==> config.mk <==
export PLATFORM = sky130hd
export DESIGN_NAME = uart_fifo_core
export DESIGN_NICKNAME = d
export VERILOG_FILES = /design/src/rtl/uart_fifo_core_pkg.sv /design/src/rtl/uart_sfifo.sv /design/src/rtl/uart_fifo_core.sv
export SDC_FILE = /design/constraint.sdc
export NUM_CORES = 1
export LEC_CHECK = 0
export ABC_AREA = 1
export CORE_AREA = 2 2 210 191
export CTS_BUF_LIST = sky130_fd_sc_hd__clkbuf_4
export DETAILED_ROUTE_END_ITERATION = 10
export DIE_AREA = 0 0 212 193
export PLACE_DENSITY_LB_ADDON = 0.05
export SYNTH_ARGS = -nofsm -noshare
export SYNTH_HDL_FRONTEND = slang
export SYNTH_HIERARCHICAL = 1
export SYNTH_SLANG_ARGS = --single-unit
export TNS_END_PERCENT = 1
==> constraint.sdc <==
create_clock -name clk_i -period 3.6 [get_ports clk_i]
set_input_delay 0.36 -clock clk_i [delete_from_list [all_inputs] [get_ports clk_i]]
set_output_delay 0.36 -clock clk_i [all_outputs]
set_load 0.005 [all_outputs]
==> src/rtl/uart_fifo_core_pkg.sv <==
// rtl/uart_fifo_core_pkg.sv - shared FSM state encoding and constants for uart_fifo_core
// The PARITY state exists only when UART_FIFO_CORE_PARITY_EN is defined.
package uart_fifo_core_pkg;

  localparam int MIN_DIV = 4;

  typedef enum logic [2:0] {
    ST_IDLE   = 3'd0,
    ST_START  = 3'd1,
    ST_DATA   = 3'd2,
`ifdef UART_FIFO_CORE_PARITY_EN
    ST_PARITY = 3'd3,
`endif
    ST_STOP   = 3'd4
  } uart_state_e;

endpackage

==> src/rtl/uart_sfifo.sv <==
// rtl/uart_sfifo.sv - synchronous FIFO with occupancy output and optional first-word-fall-through
module uart_sfifo #(
  parameter int DATA_W  = 8,
  parameter int FIFO_AW = 4,
  parameter bit FWFT    = 1'b1
) (
  input  logic               clk_i,
  input  logic               rst_i,
  input  logic               cke_i,
  input  logic [DATA_W-1:0]  wdata_i,
  input  logic               wvalid_i,
  output logic               wready_o,
  output logic [DATA_W-1:0]  rdata_o,
  output logic               rvalid_o,
  input  logic               rready_i,
  output logic [FIFO_AW:0]   level_o
);

  localparam int DEPTH = 2 ** FIFO_AW;

  logic [DATA_W-1:0]  mem_q [DEPTH];
  logic [FIFO_AW-1:0] wptr_q, wptr_d, rptr_q, rptr_d;
  logic [FIFO_AW:0]   level_q, level_d;
  logic               full, push, pop;

  // A pop in the same cycle frees the slot, so a full FIFO can still accept a write.
  always_comb begin
    full    = (level_q == (FIFO_AW+1)'(DEPTH));
    pop     = rready_i & (level_q != '0);
    push    = wvalid_i & (~full | pop);
    wptr_d  = push ? wptr_q + FIFO_AW'(1) : wptr_q;
    rptr_d  = pop  ? rptr_q + FIFO_AW'(1) : rptr_q;
    level_d = level_q + (FIFO_AW+1)'(push) - (FIFO_AW+1)'(pop);
  end

  always_ff @(posedge clk_i) begin
    if (rst_i) begin
      wptr_q  <= '0;
      rptr_q  <= '0;
      level_q <= '0;
    end else if (cke_i) begin
      wptr_q  <= wptr_d;
      rptr_q  <= rptr_d;
      level_q <= level_d;
    end
  end

  always_ff @(posedge clk_i) begin
    if (!rst_i && cke_i && push) mem_q[wptr_q] <= wdata_i;
  end

  generate
    if (FWFT) begin : g_fwft
      assign rdata_o = mem_q[rptr_q];
    end else begin : g_reg
      logic [DATA_W-1:0] rdata_q;
      always_ff @(posedge clk_i) begin
        if (rst_i) rdata_q <= '0;
        else if (cke_i && pop) rdata_q <= mem_q[rptr_q];
      end
      assign rdata_o = rdata_q;
    end
  endgenerate

  assign wready_o = ~full;
  assign rvalid_o = (level_q != '0);
  assign level_o  = level_q;

endmodule

==> src/rtl/uart_fifo_core.sv <==
// rtl/uart_fifo_core.sv - UART transmitter/receiver with TX and RX FIFOs and RTS/CTS flow control
// Define UART_FIFO_CORE_PARITY_EN to add parity generation and checking.
module uart_fifo_core
  import uart_fifo_core_pkg::*;
#(
  parameter int DATA_W  = 8,
  parameter int FIFO_AW = 4,
  parameter int DIV_W   = 16
) (
  input  logic               clk_i,
  input  logic               rst_i,
  input  logic               cke_i,
  input  logic               soft_rst_i,
  input  logic               tx_en_i,
  input  logic               rx_en_i,
  input  logic [DIV_W-1:0]   div_i,
  input  logic               stop2_i,
  input  logic               parity_odd_i,
  input  logic [DATA_W-1:0]  tx_wdata_i,
  input  logic               tx_wvalid_i,
  output logic               tx_wready_o,
  output logic [DATA_W-1:0]  rx_rdata_o,
  output logic               rx_rvalid_o,
  input  logic               rx_rready_i,
  output logic [FIFO_AW:0]   tx_level_o,
  output logic [FIFO_AW:0]   rx_level_o,
  output logic               rx_overrun_o,
  output logic               rx_frame_err_o,
  output logic               rx_parity_err_o,
  output logic               txd_o,
  input  logic               rxd_i,
  input  logic               cts_i,
  output logic               rts_o
);

  localparam int DEPTH = 2 ** FIFO_AW;

  logic              rst;
  logic [DIV_W-1:0]  div_eff;
  logic              rxd_s1_q, rxd_s2_q, rxd_s3_q, cts_s1_q, cts_s2_q;

  logic [DATA_W-1:0] tx_head;
  logic              tx_nempty, tx_pop;
  logic              rx_wready, rx_pop;

  uart_state_e       tx_state_q, tx_state_d;
  logic [DIV_W-1:0]  tx_cnt_q, tx_cnt_d, tx_div_q, tx_div_d;
  logic [2:0]        tx_bit_q, tx_bit_d;
  logic [DATA_W-1:0] tx_sh_q, tx_sh_d;
  logic              tx_stop2_q, tx_stop2_d, tx_stopn_q, tx_stopn_d;
  logic              txd_q, txd_d, tx_last;

  uart_state_e       rx_state_q, rx_state_d;
  logic [DIV_W-1:0]  rx_cnt_q, rx_cnt_d, rx_div_q, rx_div_d;
  logic [2:0]        rx_bit_q, rx_bit_d;
  logic [DATA_W-1:0] rx_sh_q, rx_sh_d;
  logic              rx_wr_q, rx_wr_d, rx_last, rx_half;
  logic              frame_err_q, frame_err_d, ovr_q, ovr_d;

`ifdef UART_FIFO_CORE_PARITY_EN
  logic              tx_par_q, tx_par_d, rx_odd_q, rx_odd_d, par_err_q, par_err_d;
`else
  logic              parity_unused;
  assign parity_unused = parity_odd_i;
`endif

  assign rst     = rst_i | soft_rst_i;
  assign div_eff = (div_i < DIV_W'(MIN_DIV)) ? DIV_W'(MIN_DIV) : div_i;
  assign rx_pop  = rx_rvalid_o & rx_rready_i;

  uart_sfifo #(.DATA_W(DATA_W), .FIFO_AW(FIFO_AW), .FWFT(1'b1)) u_tx_fifo (
    .clk_i(clk_i), .rst_i(rst), .cke_i(cke_i),
    .wdata_i(tx_wdata_i), .wvalid_i(tx_wvalid_i), .wready_o(tx_wready_o),
    .rdata_o(tx_head), .rvalid_o(tx_nempty), .rready_i(tx_pop),
    .level_o(tx_level_o)
  );

  uart_sfifo #(.DATA_W(DATA_W), .FIFO_AW(FIFO_AW), .FWFT(1'b1)) u_rx_fifo (
    .clk_i(clk_i), .rst_i(rst), .cke_i(cke_i),
    .wdata_i(rx_sh_q), .wvalid_i(rx_wr_q), .wready_o(rx_wready),
    .rdata_o(rx_rdata_o), .rvalid_o(rx_rvalid_o), .rready_i(rx_rready_i),
    .level_o(rx_level_o)
  );

  // Transmitter: txd is registered and updated on each bit boundary.
  always_comb begin
    tx_state_d = tx_state_q;
    tx_cnt_d   = tx_cnt_q;
    tx_div_d   = tx_div_q;
    tx_bit_d   = tx_bit_q;
    tx_sh_d    = tx_sh_q;
    tx_stop2_d = tx_stop2_q;
    tx_stopn_d = tx_stopn_q;
    txd_d      = txd_q;
    tx_pop     = 1'b0;
`ifdef UART_FIFO_CORE_PARITY_EN
    tx_par_d   = tx_par_q;
`endif
    tx_last    = (tx_cnt_q == tx_div_q - DIV_W'(1));
    if (tx_state_q != ST_IDLE) tx_cnt_d = tx_last ? '0 : tx_cnt_q + DIV_W'(1);
    case (tx_state_q)
      ST_IDLE: begin
        txd_d = 1'b1;
        if (tx_en_i && tx_nempty && cts_s2_q) begin
          tx_pop     = 1'b1;
          tx_sh_d    = tx_head;
          tx_div_d   = div_eff;
          tx_stop2_d = stop2_i;
          tx_cnt_d   = '0;
          txd_d      = 1'b0;
          tx_state_d = ST_START;
`ifdef UART_FIFO_CORE_PARITY_EN
          tx_par_d   = ^tx_head ^ parity_odd_i;
`endif
        end
      end
      ST_START: begin
        if (tx_last) begin
          txd_d      = tx_sh_q[0];
          tx_bit_d   = '0;
          tx_state_d = ST_DATA;
        end
      end
      ST_DATA: begin
        if (tx_last) begin
          if (tx_bit_q == 3'(DATA_W - 1)) begin
`ifdef UART_FIFO_CORE_PARITY_EN
            txd_d      = tx_par_q;
            tx_state_d = ST_PARITY;
`else
            txd_d      = 1'b1;
            tx_stopn_d = 1'b0;
            tx_state_d = ST_STOP;
`endif
          end else begin
            txd_d    = tx_sh_q[1];
            tx_sh_d  = tx_sh_q >> 1;
            tx_bit_d = tx_bit_q + 3'd1;
          end
        end
      end
`ifdef UART_FIFO_CORE_PARITY_EN
      ST_PARITY: begin
        if (tx_last) begin
          txd_d      = 1'b1;
          tx_stopn_d = 1'b0;
          tx_state_d = ST_STOP;
        end
      end
`endif
      ST_STOP: begin
        if (tx_last) begin
          if (tx_stop2_q && !tx_stopn_q) tx_stopn_d = 1'b1;
          else tx_state_d = ST_IDLE;
        end
      end
      default: tx_state_d = ST_IDLE;
    endcase
  end

  // Receiver: start bit checked at half bit-time, later bits one bit-time apart.
  always_comb begin
    rx_state_d  = rx_state_q;
    rx_cnt_d    = rx_cnt_q;
    rx_div_d    = rx_div_q;
    rx_bit_d    = rx_bit_q;
    rx_sh_d     = rx_sh_q;
    rx_wr_d     = 1'b0;
    frame_err_d = frame_err_q;
    ovr_d       = ovr_q | (rx_wr_q & ~rx_wready & ~rx_pop);
`ifdef UART_FIFO_CORE_PARITY_EN
    rx_odd_d    = rx_odd_q;
    par_err_d   = par_err_q;
`endif
    rx_last     = (rx_cnt_q == rx_div_q - DIV_W'(1));
    rx_half     = (rx_cnt_q == (rx_div_q >> 1) - DIV_W'(1));
    if (rx_state_q != ST_IDLE) rx_cnt_d = rx_last ? '0 : rx_cnt_q + DIV_W'(1);
    case (rx_state_q)
      ST_IDLE: begin
        if (rx_en_i && rxd_s3_q && !rxd_s2_q) begin
          rx_cnt_d   = '0;
          rx_div_d   = div_eff;
          rx_state_d = ST_START;
`ifdef UART_FIFO_CORE_PARITY_EN
          rx_odd_d   = parity_odd_i;
`endif
        end
      end
      ST_START: begin
        if (rx_half) begin
          rx_cnt_d   = '0;
          rx_bit_d   = '0;
          rx_state_d = rxd_s2_q ? ST_IDLE : ST_DATA;
        end
      end
      ST_DATA: begin
        if (rx_last) begin
          rx_sh_d = {rxd_s2_q, rx_sh_q[DATA_W-1:1]};
          if (rx_bit_q == 3'(DATA_W - 1)) begin
`ifdef UART_FIFO_CORE_PARITY_EN
            rx_state_d = ST_PARITY;
`else
            rx_state_d = ST_STOP;
`endif
          end else begin
            rx_bit_d = rx_bit_q + 3'd1;
          end
        end
      end
`ifdef UART_FIFO_CORE_PARITY_EN
      ST_PARITY: begin
        if (rx_last) begin
          if (rxd_s2_q != (^rx_sh_q ^ rx_odd_q)) par_err_d = 1'b1;
          rx_state_d = ST_STOP;
        end
      end
`endif
      ST_STOP: begin
        if (rx_last) begin
          if (rxd_s2_q) rx_wr_d = 1'b1;
          else frame_err_d = 1'b1;
          rx_state_d = ST_IDLE;
        end
      end
      default: rx_state_d = ST_IDLE;
    endcase
  end

  always_ff @(posedge clk_i) begin
    if (rst) begin
      rxd_s1_q    <= 1'b1;
      rxd_s2_q    <= 1'b1;
      rxd_s3_q    <= 1'b1;
      cts_s1_q    <= 1'b1;
      cts_s2_q    <= 1'b1;
      tx_state_q  <= ST_IDLE;
      tx_cnt_q    <= '0;
      tx_div_q    <= DIV_W'(MIN_DIV);
      tx_bit_q    <= '0;
      tx_sh_q     <= '0;
      tx_stop2_q  <= 1'b0;
      tx_stopn_q  <= 1'b0;
      txd_q       <= 1'b1;
      rx_state_q  <= ST_IDLE;
      rx_cnt_q    <= '0;
      rx_div_q    <= DIV_W'(MIN_DIV);
      rx_bit_q    <= '0;
      rx_sh_q     <= '0;
      rx_wr_q     <= 1'b0;
      frame_err_q <= 1'b0;
      ovr_q       <= 1'b0;
`ifdef UART_FIFO_CORE_PARITY_EN
      tx_par_q    <= 1'b0;
      rx_odd_q    <= 1'b0;
      par_err_q   <= 1'b0;
`endif
    end else if (cke_i) begin
      rxd_s1_q    <= rxd_i;
      rxd_s2_q    <= rxd_s1_q;
      rxd_s3_q    <= rxd_s2_q;
      cts_s1_q    <= cts_i;
      cts_s2_q    <= cts_s1_q;
      tx_state_q  <= tx_state_d;
      tx_cnt_q    <= tx_cnt_d;
      tx_div_q    <= tx_div_d;
      tx_bit_q    <= tx_bit_d;
      tx_sh_q     <= tx_sh_d;
      tx_stop2_q  <= tx_stop2_d;
      tx_stopn_q  <= tx_stopn_d;
      txd_q       <= txd_d;
      rx_state_q  <= rx_state_d;
      rx_cnt_q    <= rx_cnt_d;
      rx_div_q    <= rx_div_d;
      rx_bit_q    <= rx_bit_d;
      rx_sh_q     <= rx_sh_d;
      rx_wr_q     <= rx_wr_d;
      frame_err_q <= frame_err_d;
      ovr_q       <= ovr_d;
`ifdef UART_FIFO_CORE_PARITY_EN
      tx_par_q    <= tx_par_d;
      rx_odd_q    <= rx_odd_d;
      par_err_q   <= par_err_d;
`endif
    end
  end

  assign txd_o          = txd_q;
  assign rx_overrun_o   = ovr_q;
  assign rx_frame_err_o = frame_err_q;
`ifdef UART_FIFO_CORE_PARITY_EN
  assign rx_parity_err_o = par_err_q;
`else
  assign rx_parity_err_o = 1'b0;
`endif
  assign rts_o = rx_en_i & ~rst & (rx_level_o <= (FIFO_AW+1)'(DEPTH - 2));

endmodule
==> metrics.md <==
| Metric | Value |
|---|---|
| Status | finished, final reports clean |
| CP Class | reg2out |
| Most used cell, CP | nand3_1 |
| Initial core utilization | 49.0% |
| NetSw | 2.15 mW |
| CP Capture Type | output port |
| Pre-CTS setup slack | 0.645 ns |
| Die X | 212 µm |
| Fin util | 55.1% |
| Share of layout cells above drive strength 1 | 12.5% |
| Drc violations | 0 |
| EDFF count, synth | 256 |
| Routed vias/inst | 5.11 |
| Clock tree sinks | 393 |
| CTS buffer count | 102 |
| Final Hold Viols | 0 |
| Area of the multi-input gates | 7130 µm² |
| Max VDD drop | 0.332 mV |
| R2r worst-path depth | 12 |
| DRT antenna net count | 0 |
| Synth top area share | 40.3% |
| Synthesized Nets | 2,186 |
| Mapped Avg Cell Area | 9.02 µm² |
| Commonest non-fill, non-tap cell in the layout | nand2_1 |
| Worst min path class | in2reg |
| Clk slew on worst S/H paths | 0.06 ns |
| Data arrival time of the worst path | 2.84 ns |
| Mapped Cells | 2,118 |
| DR pass1 iterations | 5 |
| FMAX | 0.312 GHz |
| Final WL | 44,500 µm |
| Synth warnings | 6 |
| Switch share | 23.5% |
| Max cap viols | 0 |
| Post-Route Skew | 0.0558 ns |
| Seq/Total Area, Yosys | 54.6% |
| Slew Limit Fails | 0 |
| Initial drt markers | 903 |
| Via count | 14,475 |
| CORE AREA | 38,900 µm² |
| Port-buffer cells | 58 |
| Post-synth ARST share | 0% |
| Largest stage delay on the critical path | 0.66 ns |
| I/O Pins | 61 |
| Slowest stage cell, crit path | dfxtp_2 |
| Clock power frac | 42.1% |
| Fillers | 3,538 |
| P per Cell Area | 427 nW/µm² |
| Lkg Pwr | 8.39 nW |
| Setup violators final | 0 |
| Syn Std Cell Area | 19,100 µm² |
| # resized after CTS | 0 |
| Storage element area | 10,400 µm² |
| Clock root buffer | clkbuf_4 |
| Initial antenna violation count | 1 |
| Post-synth top flop | edfxtp_1 |
| Reg2Reg Setup Slack | 0.66 ns |
| Combinational power share | 5.3% |
| First-pass GRT wire length | 70,900 µm |
| Dpl hpwl | 29,700 µm |
| GRT overflow | 0 |
| Total Die Area | 40,900 µm² |
| Area Overhead vs Synth | 12.3% |
| Crit-path cells | buf_4, o211ai_1, nand3_1, nand3_1, nand2_1, clkdlybuf4s50_1 |
| Slew margin rel. | 41.1% |
| Placed cells | 2,648 |
| RePlAce Congestion | 0.882 |
| H-tree depth | 3 |
| Total track usage | 22.2% |
| Clock Latency Late Sink | 0.83 ns |
| Tmin final | 3.20 ns |
| Min setup slack post-route | 0.400 ns |
| Final Cycle Share | 88.9% |
| Actual slew at the worst max-slew pin | 0.881 ns |
| Fin nets | 2,289 |
| Most frequent cells in the layout | nand2_1 (410), inv_1 (271), edfxtp_1 (256) |
| Max Root-Sink Buffers | 3 |
| Distinct cells, synth | 47 |
| CP startpoint kind | flip-flop |
| Row Count | 69 |
| Synth Register Bits | 393 |
| Top cells by area, synth | edfxtp_1 (40%), dfxtp_1 (14%), nand2_1 (8.1%) |
| Cell Count, Final, Fillers Out | 2,834 |
| Post-CTS Setup Bufs | 0 |
| Internal power | 7.01 mW |
| Wire per inst | 15.7 µm |
| Critical path fanouts, max | 24 |
| Synth area leader | edfxtp_1 |
| Critical path depth | 6 |
| CTS tree | done |
| Worst EP required | 3.24 ns |
| Die height | 193 µm |
| Hold depth | 3 |
| Sequential Power Share | 52.6% |
| Vias in the first global route | 13,744 |
| WP buf/inv | 2 |
| Crit path max-delay family | buffers and inverters |
| Largest net degree at the start of global routing | 129 |
| RSZ-0062 raised after global routing | false |
| Setup TNS | 0 ns |
path summary, 6_finish.rpt:
kind / startpoint / endpoint
max: flip-flop / rx_rdata_o[4]
min: cts_i / cts_s1_q
max reg2reg: u_tx_fifo/level_o[2] / u_tx_fifo/mem_q[14][2]
min reg2reg: tx_sh_q[7] / tx_sh_q[7]
cells by family (layout without fill, tap and decap cells):
kind of cell,after synthesis,after routing,synth area share [%]
AO/OA/AOI/OAI,366,366,11.5
XOR/XNOR,71,71,3.26
adder cells (fa/ha/maj),32,32,2.18
buffers and inverters,374,557,8.07
AND/OR/NAND/NOR,881,881,20.4
other,1,2,0.0196
flip-flops,393,393,54.6
repair_timing:
action                                 CTS  global route
endpoints found under the hold margin    2             0
hold buffers                             1             0
setup endpoints to repair                0             0
through the flow:
stage	hold slack [ns]	power, mW	area (µm²)
after detailed placement	0.456	5.41	20100
final	0.144	9.16	21400
after global placement	0.447	5.40	20100
after floorplan	0.429	5.23	19100
after global routing	0.0771	9.62	21400
after CTS	0.0425	9.32	21400
sequential cells by signal, indices dropped and copies added, names as in the netlist, 3 cells and up, named ones only:
name,cells
u_rx_fifo/mem_q,128
u_tx_fifo/mem_q,128
rx_cnt_q,16
rx_div_q,16
tx_cnt_q,16
tx_div_q,16
rx_sh_q,8
tx_sh_q,8
u_rx_fifo/level_o,5
u_tx_fifo/level_o,5
u_rx_fifo/rptr_q,4
u_rx_fifo/wptr_q,4
u_tx_fifo/rptr_q,4
u_tx_fifo/wptr_q,4
rx_bit_q,3
rx_state_q,3
tx_bit_q,3
tx_state_q,3
cells in the mapped netlist (all sizes together) (3+ instances only):
library cell / number
a211oi: 5
a21oi: 155
a31oi: 5
and2: 4
buf: 53
clkbuf: 35
dfxtp: 137
edfxtp: 256
ha: 30
inv: 284
nand2: 425
nand3: 190
nand3b: 13
nand4: 28
nor2: 197
nor3: 13
nor4: 3
o211ai: 73
o21ai: 124
or2: 7
xnor2: 23
xor2: 48
worst min-delay path: cells and delay by family:
| family | cells | cell delay [ns] |
|---|---|---|
| buf+inv | 1 | 0.40 |
| simple gates | 2 | 0.13 |
power groups by stage:
stage / Combinational (mW) / Sequential (mW) / Clock [mW]
after floorplan: 0.314 / 4.91 / 0
after global placement: 0.478 / 4.92 / 0
after detailed placement: 0.485 / 4.92 / 0
after CTS: 0.488 / 4.82 / 4.01
after global routing: 0.545 / 4.82 / 4.25
final: 0.484 / 4.82 / 3.86
cell type report:
type | count | share of cell area [%]
well taps | 532 | 3.10
inverters | 286 | 5.01
clock inverters | 28 | 0.712
clock buffers | 156 | 5.46
repair buffers | 87 | 3.77
diodes | 1 | 0.0117
multi-input cells | 1351 | 33.3
flip-flops and latches | 393 | 48.7
layer usage:
layer / part of all wire [%] / track usage [%]
met4: 2.5 / 8.94
met1: 46 / 29.5
met3: 4.5 / 4.36
met5: 0 / 0
met2: 47 / 36.0
(Power assumes the default switching activity.)
